===== config.mk =====
export PLATFORM = sky130hd
export DESIGN_NAME = ni_tx_qdi
export DESIGN_NICKNAME = d
export VERILOG_FILES = /design/src/rtl/ni_tx_qdi.sv
export SDC_FILE = /design/constraint.sdc
export NUM_CORES = 1
export LEC_CHECK = 0
export ABC_AREA = 1
export BUFFER_PORTS_ARGS = -buffer_cell sky130_fd_sc_hd__clkbuf_2
export CORE_MARGIN = 3
export CORE_UTILIZATION = 42
export DETAILED_ROUTE_END_ITERATION = 7
export PLACE_DENSITY = 0.67
export SLEW_MARGIN = 10
export SYNTH_ARGS = -nofsm -noshare
export SYNTH_HDL_FRONTEND = slang
export SYNTH_SLANG_ARGS = --single-unit

===== constraint.sdc =====
create_clock -name clk -period 2.89 [get_ports clk]
set_clock_uncertainty 0.05 [all_clocks]
set_input_delay 0.289 -clock clk [delete_from_list [all_inputs] [get_ports clk]]
set_output_delay 0.289 -clock clk [all_outputs]
set_load 0.005 [all_outputs]

===== src/rtl/ni_tx_qdi.sv =====
// ni_tx_qdi: clocked network-interface transmitter into an async QDI router.
// Buffers flits in a FIFO and emits 1-of-4 + eof rails with four-phase RTZ.
module ni_tx_qdi #(
  parameter int DW    = 32,
  parameter int SCN   = DW/2,
  parameter int DEPTH = 4,
  parameter int SYNC  = 2
) (
  input  logic           clk,
  input  logic           rst,
  input  logic [DW-1:0]  in_data,
  input  logic           in_eof,
  input  logic           in_valid,
  output logic           in_ready,
  output logic [SCN-1:0] lo0,
  output logic [SCN-1:0] lo1,
  output logic [SCN-1:0] lo2,
  output logic [SCN-1:0] lo3,
  output logic           lo4,
  input  logic           loa,
  output logic           busy
);

  localparam int AW = (DEPTH > 1) ? $clog2(DEPTH) : 1;
  localparam int CW = $clog2(SYNC + 1);

  localparam logic [AW:0]   CNT_ONE  = (AW+1)'(1);
  localparam logic [AW:0]   CNT_FULL = (AW+1)'(DEPTH);
  localparam logic [AW-1:0] PTR_ONE  = AW'(1);
  localparam logic [CW-1:0] FILL_ONE = CW'(1);
  localparam logic [CW-1:0] FILL_END = CW'(SYNC);

  typedef enum logic [2:0] {
    RWAIT,
    IDLE,
    DATA,
    DNULL,
    EOFT,
    ENULL
  } state_t;

  logic [SYNC-1:0] sync_q, sync_d;
  logic            ack_s;

  logic [DW:0]     mem_q [DEPTH];
  logic [AW-1:0]   wp_q, wp_d;
  logic [AW-1:0]   rp_q, rp_d;
  logic [AW:0]     cnt_q, cnt_d;
  logic            push, pop;
  logic            full, empty;
  logic [DW:0]     head;

  state_t          st_q, st_d;
  logic [CW-1:0]   fill_q, fill_d;
  logic [SCN-1:0]  r0_q, r0_d;
  logic [SCN-1:0]  r1_q, r1_d;
  logic [SCN-1:0]  r2_q, r2_d;
  logic [SCN-1:0]  r3_q, r3_d;
  logic            r4_q, r4_d;
  logic [SCN-1:0]  e0, e1, e2, e3;

  assign sync_d = {sync_q[SYNC-2:0], loa};
  assign ack_s  = sync_q[SYNC-1];

  assign full     = (cnt_q == CNT_FULL);
  assign empty    = (cnt_q == '0);
  assign in_ready = !full && !rst;
  assign push     = in_valid && in_ready;
  assign head     = mem_q[rp_q];

  assign busy = !rst && (!empty || (st_q != IDLE));

  assign lo0 = r0_q;
  assign lo1 = r1_q;
  assign lo2 = r2_q;
  assign lo3 = r3_q;
  assign lo4 = r4_q;

  always_comb begin
    e0 = '0;
    e1 = '0;
    e2 = '0;
    e3 = '0;
    for (int i = 0; i < SCN; i++) begin
      unique case (head[2*i +: 2])
        2'd0: e0[i] = 1'b1;
        2'd1: e1[i] = 1'b1;
        2'd2: e2[i] = 1'b1;
        2'd3: e3[i] = 1'b1;
      endcase
    end
  end

  always_comb begin
    wp_d  = wp_q;
    rp_d  = rp_q;
    cnt_d = cnt_q;
    if (push) wp_d = wp_q + PTR_ONE;
    if (pop)  rp_d = rp_q + PTR_ONE;
    if (push && !pop)
      cnt_d = cnt_q + CNT_ONE;
    else if (pop && !push)
      cnt_d = cnt_q - CNT_ONE;
  end

  always_comb begin
    st_d   = st_q;
    fill_d = fill_q;
    r0_d   = r0_q;
    r1_d   = r1_q;
    r2_d   = r2_q;
    r3_d   = r3_q;
    r4_d   = r4_q;
    pop    = 1'b0;
    unique case (st_q)
      RWAIT: begin
        r0_d = '0;
        r1_d = '0;
        r2_d = '0;
        r3_d = '0;
        r4_d = 1'b0;
        // let the cleared chain refill so ack_s reflects the live ack
        if (fill_q != FILL_END)
          fill_d = fill_q + FILL_ONE;
        else if (!ack_s)
          st_d = IDLE;
      end
      IDLE: begin
        if (!empty) begin
          r0_d = e0;
          r1_d = e1;
          r2_d = e2;
          r3_d = e3;
          st_d = DATA;
        end
      end
      DATA: begin
        if (ack_s) begin
          r0_d = '0;
          r1_d = '0;
          r2_d = '0;
          r3_d = '0;
          st_d = DNULL;
        end
      end
      DNULL: begin
        if (!ack_s) begin
          if (head[DW]) begin
            r4_d = 1'b1;
            st_d = EOFT;
          end else begin
            pop  = 1'b1;
            st_d = IDLE;
          end
        end
      end
      EOFT: begin
        if (ack_s) begin
          r4_d = 1'b0;
          st_d = ENULL;
        end
      end
      ENULL: begin
        if (!ack_s) begin
          pop  = 1'b1;
          st_d = IDLE;
        end
      end
      default: begin
        r0_d = '0;
        r1_d = '0;
        r2_d = '0;
        r3_d = '0;
        r4_d = 1'b0;
        st_d = RWAIT;
      end
    endcase
  end

  always_ff @(posedge clk) begin
    if (push) mem_q[wp_q] <= {in_eof, in_data};
  end

  always_ff @(posedge clk or posedge rst) begin
    if (rst) begin
      sync_q <= '0;
      wp_q   <= '0;
      rp_q   <= '0;
      cnt_q  <= '0;
      st_q   <= RWAIT;
      fill_q <= '0;
      r0_q   <= '0;
      r1_q   <= '0;
      r2_q   <= '0;
      r3_q   <= '0;
      r4_q   <= 1'b0;
    end else begin
      sync_q <= sync_d;
      wp_q   <= wp_d;
      rp_q   <= rp_d;
      cnt_q  <= cnt_d;
      st_q   <= st_d;
      fill_q <= fill_d;
      r0_q   <= r0_d;
      r1_q   <= r1_d;
      r2_q   <= r2_d;
      r3_q   <= r3_d;
      r4_q   <= r4_d;
    end
  end

endmodule


==> results.cfg <==
[outcome]
status = complete, no violations

[worst_setup_path]
start_kind = flop
max_stage_delay_ns = 0.46
cp_max_fo = 12
crit_path_end_kind = output pin
worst_r2r_path_depth = 14
cp.arrival_ns = 2.04
critical_path_class = reg -> out
critPathRequiredTime_ns = 2.55
path_cells = inv_2 > nand3_1 > nor2_1 > nor2_1 > clkbuf_2
crit_top_cell = nor2_1
reg2reg_to = cnt_q[2]
r2r_slack_ns = 0.60
rr_startpoint = rp_q[0]
cp-endpoint = busy
worst_path_max_delay_cell = dfrtp_1
worstSetupStartpoint = st_q[2]

[floorplan]
num_rows = 52
core_area_sq_um = 20400
die_area_sq_um = 22700
io_pins = 104
initial_core_util = 0.431
dieWidth_microns = 151
die_y_microns = 151

[clocking]
cts_tree = yes
cts_max_path_buffers = 3
clk_latency_ns = 0.49
cts_root_buffer = clkbuf_16
cts_setup_buffers = 0
cts_inserted_buffers = 22
ctsHtreeMaxLevel = 1
clock-sinks = 211
cts_resized = 0
cts.clk_slew.worst_paths_ns = 0.06
postCtsHoldBufs = 35

[timing]
hold_violations = 0
final.period_utilization = 0.822
rsz0062_at_grt = no
worst_pin_slew_ns = 0.890
maxSlewViolCount = 0
tns_ns = 0
relSlewSlack = 0.407
timing.hold.ws_ns = 0.302
setup_viol = 0
fin_crit_ns = 2.38
max_freq_mhz = 421

[drt]
antenna_left = 0
drc_errors = 0
vias_per_cell = 4.82
finalWirelength_microns = 19500
vias = 6238
drtPass1Iterations = 5
post_drt_wl_per_cell_microns = 15.1
drtIter0Drc = 404

[place]
io_buffer_count = 103
dp_hpwl_microns = 12400
place_congestion = 0.853
dp.cells = 1216

[synthesis]
synth-seq-area-share = 0.675
syn_area_sq_um = 8800
synth_cell_types = 20
ys_ff_latch = 211
yosysWarningCount = 0
syn_avg_cell_area_sq_um = 10.1
syn-num-nets = 913
syn_inst = 869

[cells_and_area]
drive_above_1_share = 0.157
final_common_cell = nand2_1
layout.nets = 1049
fillers = 1809
final_cells = 1293
final_util = 0.527
mostFrequentLayoutCells = 327 x nand2_1, 132 x edfxtp_1, 111 x nand3_1, 103 x clkbuf_2, 78 x dfrtp_1
syn2layout_area_growth_pct = 22.2

[global_route]
antenna_found_initial = 4
track_usage = 0.173
grt_max_degree = 99
grt_pass1_wl_microns = 30900
grt_pass1_vias = 5957
grt.overflow.total = 0

[power]
p_leak_uw = 0.00504
pwr_density_cell_nw_per_um2 = 991
power_uw = 10700
vdd.ir_drop.worst_uv = 761

[min_path]
hold_class = reg -> reg

[flow_run]
drv_cap = 0
[power by group]
group          leakage [uW]  switching (uW)  internal [uW]  total [uW]
Sequential          0.00225             314           3820        4140
Combinational       0.00240            2370           1090        3460
Clock              0.000387            1100           1970        3070
[sequential cells by signal (all words and copies together) (netlist names)]
signal,flops
cnt_q,3
fill_q,2
lo0,16
lo1,16
lo2,16
lo3,16
lo4,1
mem_q,132
rp_q,2
st_q,3
sync_q,2
wp_q,2
[routing by layer]
metal	global-route usage	wire, microns
met1	0.214	7980
met3	0.0404	1190
met2	0.306	10100
met4	0.0476	287
met5	0	27
[cell families (layout without fill, tap and decap cells)]
family,Yosys count,count (layout),share of synthesized area
and+or+nand+nor,478,478,0.221
buffers and inverters,113,265,0.0573
other,0,2,0
adders and majority gates,7,7,0.0108
DFF,211,211,0.675
xor gates and xnor gates,5,5,0.00497
AOI/OAI and AO/OA,55,55,0.0313
[cells in the mapped netlist]
cell type / instances / area [sq um]
nand2_1: 327 / 1230
buf_2: 22 / 110
nor2_1: 35 / 131
fa_1: 1 / 20.0
inv_2: 4 / 15.0
dfrtp_1: 79 / 1980
xor2_1: 4 / 35.0
ha_1: 6 / 75.1
clkbuf_1: 9 / 33.8
buf_6: 7 / 78.8
a21oi_1: 19 / 95.1
xnor2_1: 1 / 8.76
nor3_1: 1 / 5.00
nand3_1: 111 / 556
nand4_1: 3 / 18.8
inv_1: 70 / 263
edfxtp_1: 132 / 3960
buf_1: 1 / 3.75
o21ai_0: 36 / 180
nor2_2: 1 / 6.26
[through the flow]
| stage | cell area, sq um | setup WS (ns) |
|---|---|---|
| global placement | 9600 | 0.654 |
| finish | 10800 | 0.514 |
| floorplan | 8800 | 0.166 |
| CTS | 10800 | 0.481 |
| global route | 10800 | 0.333 |
| detailed placement | 9600 | 0.599 |
[worst min path at each step]
stage          cells past startpoint  slack (ns)  startpoint        end
2_1_floorplan                      0        0.27         loa  sync_q[0]
3_3_place_gp                       0        0.29   sync_q[0]  sync_q[1]
3_5_place_dp                       0        0.29   sync_q[0]  sync_q[1]
4_1_cts                            0        0.30   sync_q[0]  sync_q[1]
5_1_grt                            0        0.32   sync_q[0]  sync_q[1]
6_report                           0        0.30   sync_q[0]  sync_q[1]
[layout make-up]
class                   count  area (sq um)  area share
diodes                      2          5.00    0.000465
clock buffers              32           629      0.0585
clock inverters             8           174      0.0162
inverters                  74           279      0.0259
multi-input cells         545          2390       0.222
flip-flops and latches    211          5940       0.552
well taps                 270           338      0.0314
repair buffers            151          1000      0.0930
[critical path: cells and delay by family (launching register included)]
| family | cells | cell delay (ns) |
|---|---|---|
| buffers and inverters | 2 | 0.26 |
| AND/OR/NAND/NOR | 3 | 0.82 |
| flip-flops | 1 | 0.46 |
Power figures use the tool's default switching activity.
